===== src/rtl/mmio_timer_bank.sv =====
// mmio_timer_bank: memory-mapped bank of N_CH reload timers with per-channel
// interrupt enable/status, W1C status, one-shot mode and a global IRQ mask.
//
// Ports:
//   clk      in   system clock, all state on rising edge
//   reset    in   asynchronous active-high reset
//   rd       in   bus read strobe
//   wr       in   bus write strobe
//   addr     in   byte address (bits [1:0] ignored)
//   wdata    in   write data
//   rdata    out  read data, zero when not selected (OR-able with other slaves)
//   irq_vec  out  per-channel pending interrupt (STATUS & IRQEN)
//   irqout   out  aggregated interrupt gated by GIE
module mmio_timer_bank #(
    parameter int          N_CH      = 4,
    parameter int          WIDTH     = 32,
    parameter logic [31:0] BASE_ADDR = 32'h4000_1000
) (
    input  logic            clk,
    input  logic            reset,
    input  logic            rd,
    input  logic            wr,
    input  logic [31:0]     addr,
    input  logic [31:0]     wdata,
    output logic [31:0]     rdata,
    output logic [N_CH-1:0] irq_vec,
    output logic            irqout
);

    logic             win_hit;
    logic [7:0]       blk;
    logic [1:0]       reg_sel;
    logic             glb_hit;
    logic             gie_q;
    logic             gie_d;
    logic             unused_bits;

    logic [WIDTH-1:0] th_w   [N_CH];
    logic [WIDTH-1:0] tl_w   [N_CH];
    logic [3:0]       tcon_w [N_CH];

    // The 4 KB window is split into 16-byte blocks: one per channel,
    // then the global block directly after the last channel.
    assign win_hit     = (addr[31:12] == BASE_ADDR[31:12]);
    assign blk         = addr[11:4];
    assign reg_sel     = addr[3:2];
    assign glb_hit     = win_hit && (blk == 8'(N_CH));
    assign unused_bits = ^{addr[1:0], wdata};

    for (genvar c = 0; c < N_CH; c++) begin : g_ch
        logic [WIDTH-1:0] th_q, th_d;
        logic [WIDTH-1:0] tl_q, tl_d;
        logic             en_q, en_d;
        logic             ie_q, ie_d;
        logic             st_q, st_d;
        logic             os_q, os_d;
        logic             sel;
        logic             ovf;

        assign sel = win_hit && (blk == 8'(c));
        assign ovf = en_q && (&tl_q);

        always_comb begin
            th_d = th_q;
            tl_d = tl_q;
            en_d = en_q;
            ie_d = ie_q;
            st_d = st_q;
            os_d = os_q;

            // Reload always uses the pre-edge TH.
            if (en_q) begin
                tl_d = ovf ? th_q : tl_q + WIDTH'(1);
            end
            if (ovf && os_q) begin
                en_d = 1'b0;
            end

            // Bus writes override counting and one-shot auto-clear.
            if (wr && sel) begin
                unique case (reg_sel)
                    2'd0: th_d = wdata[WIDTH-1:0];
                    2'd1: tl_d = wdata[WIDTH-1:0];
                    2'd2: begin
                        en_d = wdata[0];
                        ie_d = wdata[1];
                        os_d = wdata[3];
                        if (wdata[2]) begin
                            st_d = 1'b0;
                        end
                    end
                    default: ;
                endcase
            end

            // A new overflow beats a same-edge W1C so no interrupt is lost.
            if (ovf && ie_q) begin
                st_d = 1'b1;
            end
        end

        always_ff @(posedge clk or posedge reset) begin
            if (reset) begin
                th_q <= '0;
                tl_q <= '0;
                en_q <= 1'b0;
                ie_q <= 1'b0;
                st_q <= 1'b0;
                os_q <= 1'b0;
            end else begin
                th_q <= th_d;
                tl_q <= tl_d;
                en_q <= en_d;
                ie_q <= ie_d;
                st_q <= st_d;
                os_q <= os_d;
            end
        end

        assign th_w[c]   = th_q;
        assign tl_w[c]   = tl_q;
        assign tcon_w[c] = {os_q, st_q, ie_q, en_q};
        assign irq_vec[c] = st_q & ie_q;
    end

    always_comb begin
        gie_d = gie_q;
        if (wr && glb_hit && (reg_sel == 2'd0)) begin
            gie_d = wdata[0];
        end
    end

    always_ff @(posedge clk or posedge reset) begin
        if (reset) begin
            gie_q <= 1'b0;
        end else begin
            gie_q <= gie_d;
        end
    end

    assign irqout = gie_q & (|irq_vec);

    always_comb begin
        rdata = '0;
        if (rd && win_hit) begin
            for (int c = 0; c < N_CH; c++) begin
                if (blk == 8'(c)) begin
                    unique case (reg_sel)
                        2'd0:    rdata = 32'(th_w[c]);
                        2'd1:    rdata = 32'(tl_w[c]);
                        2'd2:    rdata = 32'(tcon_w[c]);
                        default: rdata = '0;
                    endcase
                end
            end
            if (glb_hit) begin
                unique case (reg_sel)
                    2'd0:    rdata = {31'd0, gie_q};
                    2'd1:    rdata = 32'(irq_vec);
                    default: rdata = '0;
                endcase
            end
        end
    end

endmodule


===== config.mk =====
export PLATFORM = sky130hd
export DESIGN_NAME = mmio_timer_bank
export DESIGN_NICKNAME = d
export VERILOG_FILES = /design/src/rtl/mmio_timer_bank.sv
export SDC_FILE = /design/constraint.sdc
export NUM_CORES = 1
export LEC_CHECK = 0
export BUFFER_PORTS_ARGS = -buffer_cell sky130_fd_sc_hd__buf_2
export CAP_MARGIN = 20
export CORE_UTILIZATION = 50
export DETAILED_ROUTE_END_ITERATION = 8
export PLACE_DENSITY = 0.74
export SYNTH_ARGS = -nofsm -noshare
export SYNTH_HDL_FRONTEND = slang
export SYNTH_SLANG_ARGS = --single-unit

===== constraint.sdc =====
create_clock -name clk -period 14.2 [get_ports clk]
set_input_delay 1.42 -clock clk [delete_from_list [all_inputs] [get_ports clk]]
set_output_delay 1.42 -clock clk [all_outputs]
set_load 0.01 [all_outputs]

# --- Word-level counts from Yosys, hierarchy flattened ---
# Cells that the tools add are included.
classes:
  eq_ne: 7
  bitwise: 5
  n_mux: 49
  reduce_logical: 55
  add_sub_neg: 4
op_table:
  columns: ["cell", "n"]
  rows:
  - ["$mux 32", 22]
  - ["$pmux 32 s3", 4]
  - ["$add 32x1->32 const B", 4]
  - ["$reduce_and 32->1", 4]
  - ["$logic_and 1x1->1", 24]
  - ["$reduce_bool 2->1", 12]
  - ["$mux 1", 22]
  - ["$eq 20x19->1 const B", 1]
  - ["$eq 8x2->1 const B", 2]
  - ["$reduce_and 2->1", 8]
  - ["$reduce_and 3->1", 4]
  - ["$eq 8x1->1 const B", 1]
  - ["$eq 8x3->1 const B", 1]
  - ["$logic_not 8->1", 1]
  - ["$pmux 4 s2", 1]
  - ["$and 1x1->1", 5]
  - ["$reduce_or 4->1", 1]
  - ["$eq 2x1->1 const B", 1]
  - ["$eq 2x2->1 const B", 1]
  - ["$logic_not 2->1", 1]
word_totals:
  in_bits: 68
  out_inout_bits: 37
  wordCells: 145
  reg_bits: 273

# --- Depth between registers and ports, before layout ---
# Gate-level depths: netlist (run 1).
depth:
  word_depth: 8
  mapped_depth: 10
  mapped_depth_nobuf: 7

# --- Least setup slack after synthesis (run 1) ---
# OpenSTA, ideal clock, no wires.
synth_path:
  path_type: "in2out"
  from: "in addr[9]"
  to: "out rdata[16]"
  t_required_ns: 12.780
  path_buffers: 2
  setup_slack_ns: 9.667
  cell_stages: 6
  t_arrival_ns: 3.113
  cell_sequence: "or4_1 > or3_1 > clkbuf_1 > clkbuf_1 > o21ai_0 > o211a_1"
synth_via:
  elab_chain_len: 7
  elab_cells_between_ends: 12
  classes_between: "eq/ne (4); mux (6); reduce/logical (2)"
synth_rtl:
  columns: ["item", "line_no", "rtl"]
  rows:
  - ["start, declared", "23", "input logic [31:0] addr,"]
  - ["$logic_not 8->1", "147", "if (blk == 8'(c)) begin"]
  - ["$mux 32 (4 in a row)", "147", null]
  - ["$mux 32 (*)", "156", "if (glb_hit) begin"]
  - ["$mux 32 (*)", "145", "if (rd && win_hit) begin"]
  - ["end, declared", "25", "output logic [31:0] rdata,"]
# Every way passes the cells marked *; elsewhere a longest branch is shown, timed or not.

# --- Worst setup path after layout (run 1) ---
layout_path:
  from: "in addr[2]"
  to: "out rdata[20]"
layout_via:
  elab_chain_len: 8
  elab_cells_between_ends: 13
  classes_between: "eq/ne (2); mux (10); reduce/logical (1)"
layout_rtl:
  columns: ["item", "line_no", "rtl"]
  rows:
  - ["$eq 2x2->1 (tied with other cells)", "148", "unique case (reg_sel)"]
  - ["$pmux 32 s3", "148", null]
  - ["$mux 32 (3 in a row)", "147", null]
  - ["$mux 32 (*)", "147", null]
  - ["$mux 32 (*)", "156", null]
  - ["$mux 32 (*)", "145", null]
# Marked as above.

==> impl_metrics.csv, run 1 <==
group,metric,value,unit
detailed_routing,drt_iter0_markers,2687,
clocking,clock_path_buffers,3,
logic_synthesis,synth_ff_type,"dfrtp_1",
logic_synthesis,synth-warning-count,0,
setup_path,critPathMaxFanout,48,
logic_synthesis,syn_nets,1948,
global_routing,grt_overflow,0,
logic_synthesis,postSynth.asyncResetShare,100.0,%
floorplan,die_h,187.7,µm
place,routabilityCongestion,1.000,
floorplan,core-area,33700,µm²
logic_synthesis,syn_area,17240,µm²
clocking,hold_buffers,0,
floorplan,initial_core_util,51.15,%
finish,utilization,57.00,%
setup_path,startpoint_type,"primary input",
logic_synthesis,ys_ff_latch,273,
clocking,cts_root_buf,"clkbuf_16",
setup_path,slowest_stage,"buf_4",
global_routing,antenna_found_initial,3,
detailed_routing,routed_via_density,6.978,
setup_path,reg2reg_to,"g_ch[3].tl_q[23]",
power,power_density,94.75,nW/µm²
clocking,htree_levels,1,
setup_path,required,12780,ps
outcome,status,"finished, final reports clean",
clocking,cts_made_buffers,31,
setup_path,criticalPathCategory,"in -> out",
detailed_routing,ant_nets,0,
floorplan,fp.dieArea,35220,µm²
detailed_routing,via_count,16550,
global_routing,grt_pass1_wl,95320,µm
job,cap_violations,0,
setup_path,cp.arrival,4390,ps
finish,final_common_cell,"dfrtp_1",
place,port_buffers,102,
setup_path,endpoint_kind,"output pin",
clocking,cts.clk_slew.worst_paths,70,ps
finish,final_cell_mix,"dfrtp_1, nand2_1, mux2_2",
setup_path,rr_startpoint,"g_ch[3].tl_q[0]",
logic_synthesis,ys_types,79,
setup_path,worst-r2r-setup-slack,10920,ps
setup_path,crit_chain,"buf_4 -> buf_4 -> or2_2 -> o21ai_0 -> a21oi_1 -> o221ai_1 -> and3_1 -> buf_2",
clocking,post-cts-setup-buffers,0,
floorplan,die_x,187.7,µm
sta,hold_viol,0,
setup_path,reg2reg_depth,6,
detailed_routing,wl_per_cell,26.84,µm
clocking,tritoncts,"done",
sta,rsz0062_at_grt,"false",
worst_hold_path,hold_path_class,"reg -> reg",
sta,setup_viol,0,
power,p_leak,8.634,nW
sta,fin_skew,33.00,ps
sta,maxSlewViolCount,0,
clocking,cts_resized,0,
detailed_routing,drtPass1Iterations,6,
sta,fin_setup_tns,0,ps
finish,layout.nets,1969,
sta,clock.fmax,172.0,MHz
sta,tightest_slew,1113,ps
clocking,cts.sinks,273,
sta,slew_headroom,25.65,%
finish,finalNonFillerCells,2372,
finish,n_fill_cell,2963,
clocking,insertion_delay,610,ps
power,ir_worst_vdd,0.00008437,V
setup_path,slowest_delay,760,ps
global_routing,gr-usage-all-layers,35.62,%
worst_hold_path,hold_end,"g_ch[0].st_q",
logic_synthesis,synth_area_per_cell,9.188,µm²
floorplan,rows,67,
place,placed_area,18000,µm²
sta,period_share,40.94,%
logic_synthesis,seq_area_frac_synth,39.63,%
finish,synthToLayoutAreaGrowth,11.44,%
place,dp_cells,2312,
floorplan,io_pins,105,
finish,layout-drive-gt1-share,19.51,%
global_routing,grt_pass1_vias,15300,
worst_hold_path,hp-start,"g_ch[0].st_q",
finish,stdcell_area,19210,µm²
sta,fin_crit,5814,ps
detailed_routing,drcViolationCount,0,
global_routing,grt_max_degree,168,
worst_hold_path,hold_depth,2,
setup_path,crit_top_cell,"buf_4",
detailed_routing,drt_wl_total,63660,µm
logic_synthesis,synth_cells,1876,
logic_synthesis,synth_edf_count,0,
place,hpwl,43090,µm
-- registers in the layout, indices dropped and copies added (netlist names) --
| register | count |
|---|---|
| g_ch.ie_q | 4 |
| gie_q | 1 |
| g_ch.os_q | 4 |
| g_ch.st_q | 4 |
| g_ch.en_q | 4 |
| g_ch.tl_q | 128 |
| g_ch.th_q | 128 |
-- metal layers --
layer  vias to the layer above  GRT usage (%)  routed length, µm
li1                       7154              -                  -
met2                      1099          51.23              26790
met3                       191          9.283               8227
met4                         2          21.20               4138
met5                         -              0                 13
met1                      8106          48.16              24490
-- kinds of logic after synthesis --
group,share of synthesized area [%]
simple gates,19.25
compound gates,20.30
flops,39.63
mux,14.93
buf+inv,3.709
xor+xnor,1.880
fa+ha+maj,0.2904
-- stage by stage --
| stage | hold WS (ps) | setup slack (ps) | power, mW |
|---|---|---|---|
| global route | 541.4 | 8296 | 1.858 |
| finish | 519.9 | 8386 | 1.820 |
| detailed placement | 502.7 | 8534 | 0.8804 |
| floorplan | 477.6 | 5256 | 0.8318 |
| CTS | 517.2 | 8515 | 1.819 |
| global placement | 499.7 | 8546 | 0.8801 |
-- synth_stat cells (5+ instances only) --
| cell | n | area, µm² |
|---|---|---|
| and4_1 | 26 | 227.7 |
| nor2_1 | 115 | 431.7 |
| mux2i_1 | 79 | 790.8 |
| xor2_1 | 19 | 166.4 |
| inv_1 | 20 | 75.07 |
| nor3_1 | 38 | 190.2 |
| a21o_1 | 35 | 262.8 |
| a31o_2 | 7 | 61.31 |
| o221ai_1 | 15 | 131.4 |
| a21oi_1 | 103 | 515.5 |
| a22oi_1 | 67 | 503.0 |
| and2_1 | 19 | 118.9 |
| o21ai_0 | 135 | 675.7 |
| a22o_1 | 9 | 78.83 |
| o211ai_1 | 23 | 172.7 |
| mux2_2 | 147 | 1655 |
| o211a_1 | 16 | 160.2 |
| clkbuf_1 | 104 | 390.4 |
| o22ai_1 | 25 | 156.4 |
| nand4_1 | 48 | 300.3 |
| dfrtp_1 | 273 | 6832 |
| a211oi_1 | 26 | 195.2 |
| nor4_1 | 24 | 150.1 |
| or4_1 | 12 | 90.09 |
| nor4b_1 | 5 | 43.79 |
| a31oi_1 | 28 | 175.2 |
| or3_1 | 13 | 81.33 |
| and3_1 | 55 | 344.1 |
| mux4_2 | 5 | 112.6 |
| buf_2 | 30 | 150.1 |
| nand3_1 | 76 | 380.4 |
| o31ai_1 | 6 | 45.04 |
| nand2_1 | 165 | 619.3 |
| xnor2_1 | 18 | 157.7 |
-- how the worst max path moves through the flow --
stage	from	cells past startpoint	slack, ps	endpoint
final	addr[2]	8	8390	rdata[20]
after global routing	addr[2]	8	8300	rdata[20]
after CTS	addr[2]	8	8510	rdata[20]
after detailed placement	addr[2]	8	8530	rdata[20]
after global placement	addr[2]	8	8550	rdata[20]
after floorplan	reset	1	5260	g_ch[0].en_q
-- cell type report --
type                            instances  area, µm²  area share (%)
Multi-Input combinational cell       1443       9807           51.06
Sequential cell                       273       6832           35.57
Clock buffer                           37      828.3           4.312
Timing Repair Buffer                  127      713.2           3.713
Tap cell                              448      560.5           2.918
Clock inverter                         21      376.6           1.961
Inverter                               21      86.33          0.4495
Antenna cell                            2      5.005         0.02606
-- worst max-delay path: cells and delay by family --
kind            cells  cell delay, ps
buf+inv             3            1130
simple gates        2             860
compound gates      3             910
-- power breakdown --
part / internal, mW / leakage, nW / switching [mW]
combinational: 0.0201 / 4.85 / 0.0715
clock: 0.597 / 0.566 / 0.353
sequential: 0.778 / 3.22 / 0.0000941
(Power assumes the default switching activity.)
==> inputs of run 2 (changes only) <==
--- a/config.mk
+++ b/config.mk
@@ -9,7 +9,7 @@
 export CAP_MARGIN = 20
 export CORE_UTILIZATION = 50
 export DETAILED_ROUTE_END_ITERATION = 8
-export PLACE_DENSITY = 0.74
+export PLACE_DENSITY = 0.76
 export SYNTH_ARGS = -nofsm -noshare
 export SYNTH_HDL_FRONTEND = slang
 export SYNTH_SLANG_ARGS = --single-unit
==> constraint.sdc (replaced) <==
create_clock -name clk -period 4.8 [get_ports clk]
set_input_delay 0.48 -clock clk [delete_from_list [all_inputs] [get_ports clk]]
set_output_delay 0.48 -clock clk [all_outputs]
set_load 0.01 [all_outputs]
==> run 2 against run 1 <==
Flip-flop and latch count unchanged. Power increased to 2.9 times the previous value. Via count increased by 0.18%. Combinational power increased to 2.8 times the previous value. Sequential share of layout area decreased by 0.099 points. Largest power group unchanged. Clock power increased to 2.8 times the previous value. Clock skew decreased by 20 ps.
==> impl_metrics.csv, run 2 (synthesis results as in run 1) <==
group,metric,value,unit
global_routing,antenna_found_initial,4,
clocking,cts.sinks,273,
worst_hold_path,hold_path_class,"in -> async",
clocking,htree_levels,1,
clocking,tritoncts,"done",
floorplan,die_x,187.7,µm
floorplan,rows,67,
place,dp_slack,1223,ps
setup_path,worst-r2r-setup-slack,1470,ps
global_routing,grt_overflow,0,
setup_path,critPathMaxFanout,41,
setup_path,slowest_delay,620,ps
sta,setup_viol,0,
place,routabilityCongestion,0.9851,
finish,reg_top3,"g_ch.th_q (128), g_ch.tl_q (128)",
place,hpwl,43450,µm
detailed_routing,top_layer,"met5",
power,combPwrFrac,5.0,%
detailed_routing,drt_wl_total,63160,µm
detailed_routing,dr_wl_met2,27740,µm
setup_path,slowest_stage,"nor3_4",
setup_path,endpoint_kind,"output pin",
finish,synthToLayoutAreaGrowth,11.75,%
global_routing,grt_pass1_vias,15870,
sta,maxSlewViolCount,0,
clocking,cts.clk_slew.worst_paths,60,ps
detailed_routing,via_count,16580,
power,ir_worst_vdd,0.0003064,V
setup_path,criticalPathCategory,"in -> out",
power,p_sw_share,23.57,%
setup_path,startpoint_type,"primary input",
clocking,post-cts-setup-buffers,0,
sta,slew_headroom,26.50,%
sta,tightest_slew,1094,ps
detailed_routing,wl_met3,7453,µm
outcome,status,"finished, final reports clean",
setup_path,reg2reg_to,"g_ch[2].tl_q[7]",
setup_path,cp-startpoint,"addr[4]",
power,p_int,3.975,mW
sta,hold_viol,0,
detailed_routing,drtPass1Iterations,6,
finish,final_common_cell,"dfrtp_1",
global_routing,gr-usage-all-layers,35.46,%
floorplan,core-area,33700,µm²
finish,layout.nets,1981,
detailed_routing,ant_nets,0,
sta,period_share,78.78,%
setup_path,cp.arrival,3300,ps
power,power_density,270.0,nW/µm²
sta,fin_crit,3781,ps
floorplan,initial_core_util,51.15,%
clocking,cts_resized,0,
sta,rsz0062_at_grt,"false",
power,seq_power_share,44.2,%
clocking,insertion_delay,580,ps
power,p_leak,8.682,nW
clocking,clock_path_buffers,3,
setup_path,reg2reg_depth,7,
sta,fin_ws,1019,ps
floorplan,io_pins,105,
global_routing,grt_max_degree,163,
place,port_buffers,102,
finish,final_cell_mix,"dfrtp_1, nand2_1, mux2_2",
setup_path,crit_chain,"buf_2 -> clkinv_1 -> nor3_4 -> buf_12 -> a22oi_1 -> o22ai_1 -> o211a_1 -> buf_2",
power,p_sw,1.226,mW
detailed_routing,routed_via_density,6.958,
detailed_routing,drt_iter0_markers,2292,
sta,fin_skew,13.42,ps
clocking,cts_root_buf,"clkbuf_16",
clocking,hold_buffers,0,
detailed_routing,wl_met1,24270,µm
clocking,cts_made_buffers,30,
finish,layout-drive-gt1-share,20.23,%
setup_path,crit_top_cell,"buf_2",
floorplan,die_h,187.7,µm
sta,fin_setup_tns,0,ps
sta,clock.fmax,264.5,MHz
detailed_routing,drcViolationCount,0,
job,cap_violations,0,
detailed_routing,wl_per_cell,26.50,µm
global_routing,grt_pass1_wl,96680,µm
floorplan,fp.dieArea,35220,µm²
setup_path,rr_startpoint,"g_ch[2].tl_q[0]",
power,p_clk_share,50.8,%
setup_path,required,4320,ps
run 2: changes by cell type in the layout (fill, tap and decap cells not counted):
cell | previous run | this run
clkbuf_1 | 3 | 0
clkbuf_8 | 3 | 4
buf_12 | 1 | 3
inv_8 | 1 | 0
clkinvlp_4 | 7 | 6
nor4_2 | 3 | 5
buf_4 | 25 | 36
bufinv_16 | 10 | 7
nor4_1 | 24 | 22
clkinv_2 | 3 | 8
run 2: through the flow:
stage / power (mW) / area, µm² / hold WS, ps / utilization (%) / cells
floorplan: 2.461 / 17240 / 477.6 / - / 1876
global placement: 2.592 / 18130 / 503.9 / 53.80 / 2325
detailed placement: 2.595 / 18130 / 512.2 / 53.80 / 2325
CTS: 5.198 / 19260 / 138.7 / 57.14 / 2381
global route: 5.309 / 19260 / 185.7 / 57.15 / 2382
finish: 5.201 / 19260 / 91.95 / 57.16 / 2383
run 2: power groups by stage:
stage | registers (mW) | clock network, mW | logic, mW
3_3_place_gp | 2.34 | 0 | 0.249
6_report | 2.30 | 2.64 | 0.260
4_1_cts | 2.30 | 2.65 | 0.252
3_5_place_dp | 2.34 | 0 | 0.251
5_1_grt | 2.30 | 2.74 | 0.273
2_1_floorplan | 2.35 | 0 | 0.116
run 2: layout make-up:
cell class / count / area [µm²]
tap: 448 / 560.5
inverter: 21 / 82.58
timing repair buffer: 140 / 835.8
sequential: 273 / 6832
antenna: 2 / 5.005
multi-input combinational: 1443 / 9819
clock inverter: 21 / 296.5
clock buffer: 35 / 830.8
fill: 2987 / 14440
run 2: critical path: cells and delay by family:
kind / cells / cell delay, ps
AND/OR/NAND/NOR: 1 / 620
AO/OA/AOI/OAI: 3 / 860
buffers and inverters: 4 / 1290
run 2: how the worst max path moves through the flow:
| stage | to |
|---|---|
| finish | rdata[26] |
| global route | rdata[25] |
| CTS | rdata[25] |
| detailed placement | rdata[27] |
| global placement | rdata[26] |
| floorplan | g_ch[0].en_q |
run 2: layer usage:
layer | track usage (%) | vias to the layer above
li1 | - | 7164
met4 | 17.48 | 2
met5 | 0 | -
met1 | 47.97 | 8091
met2 | 53.77 | 1105
met3 | 7.711 | 219
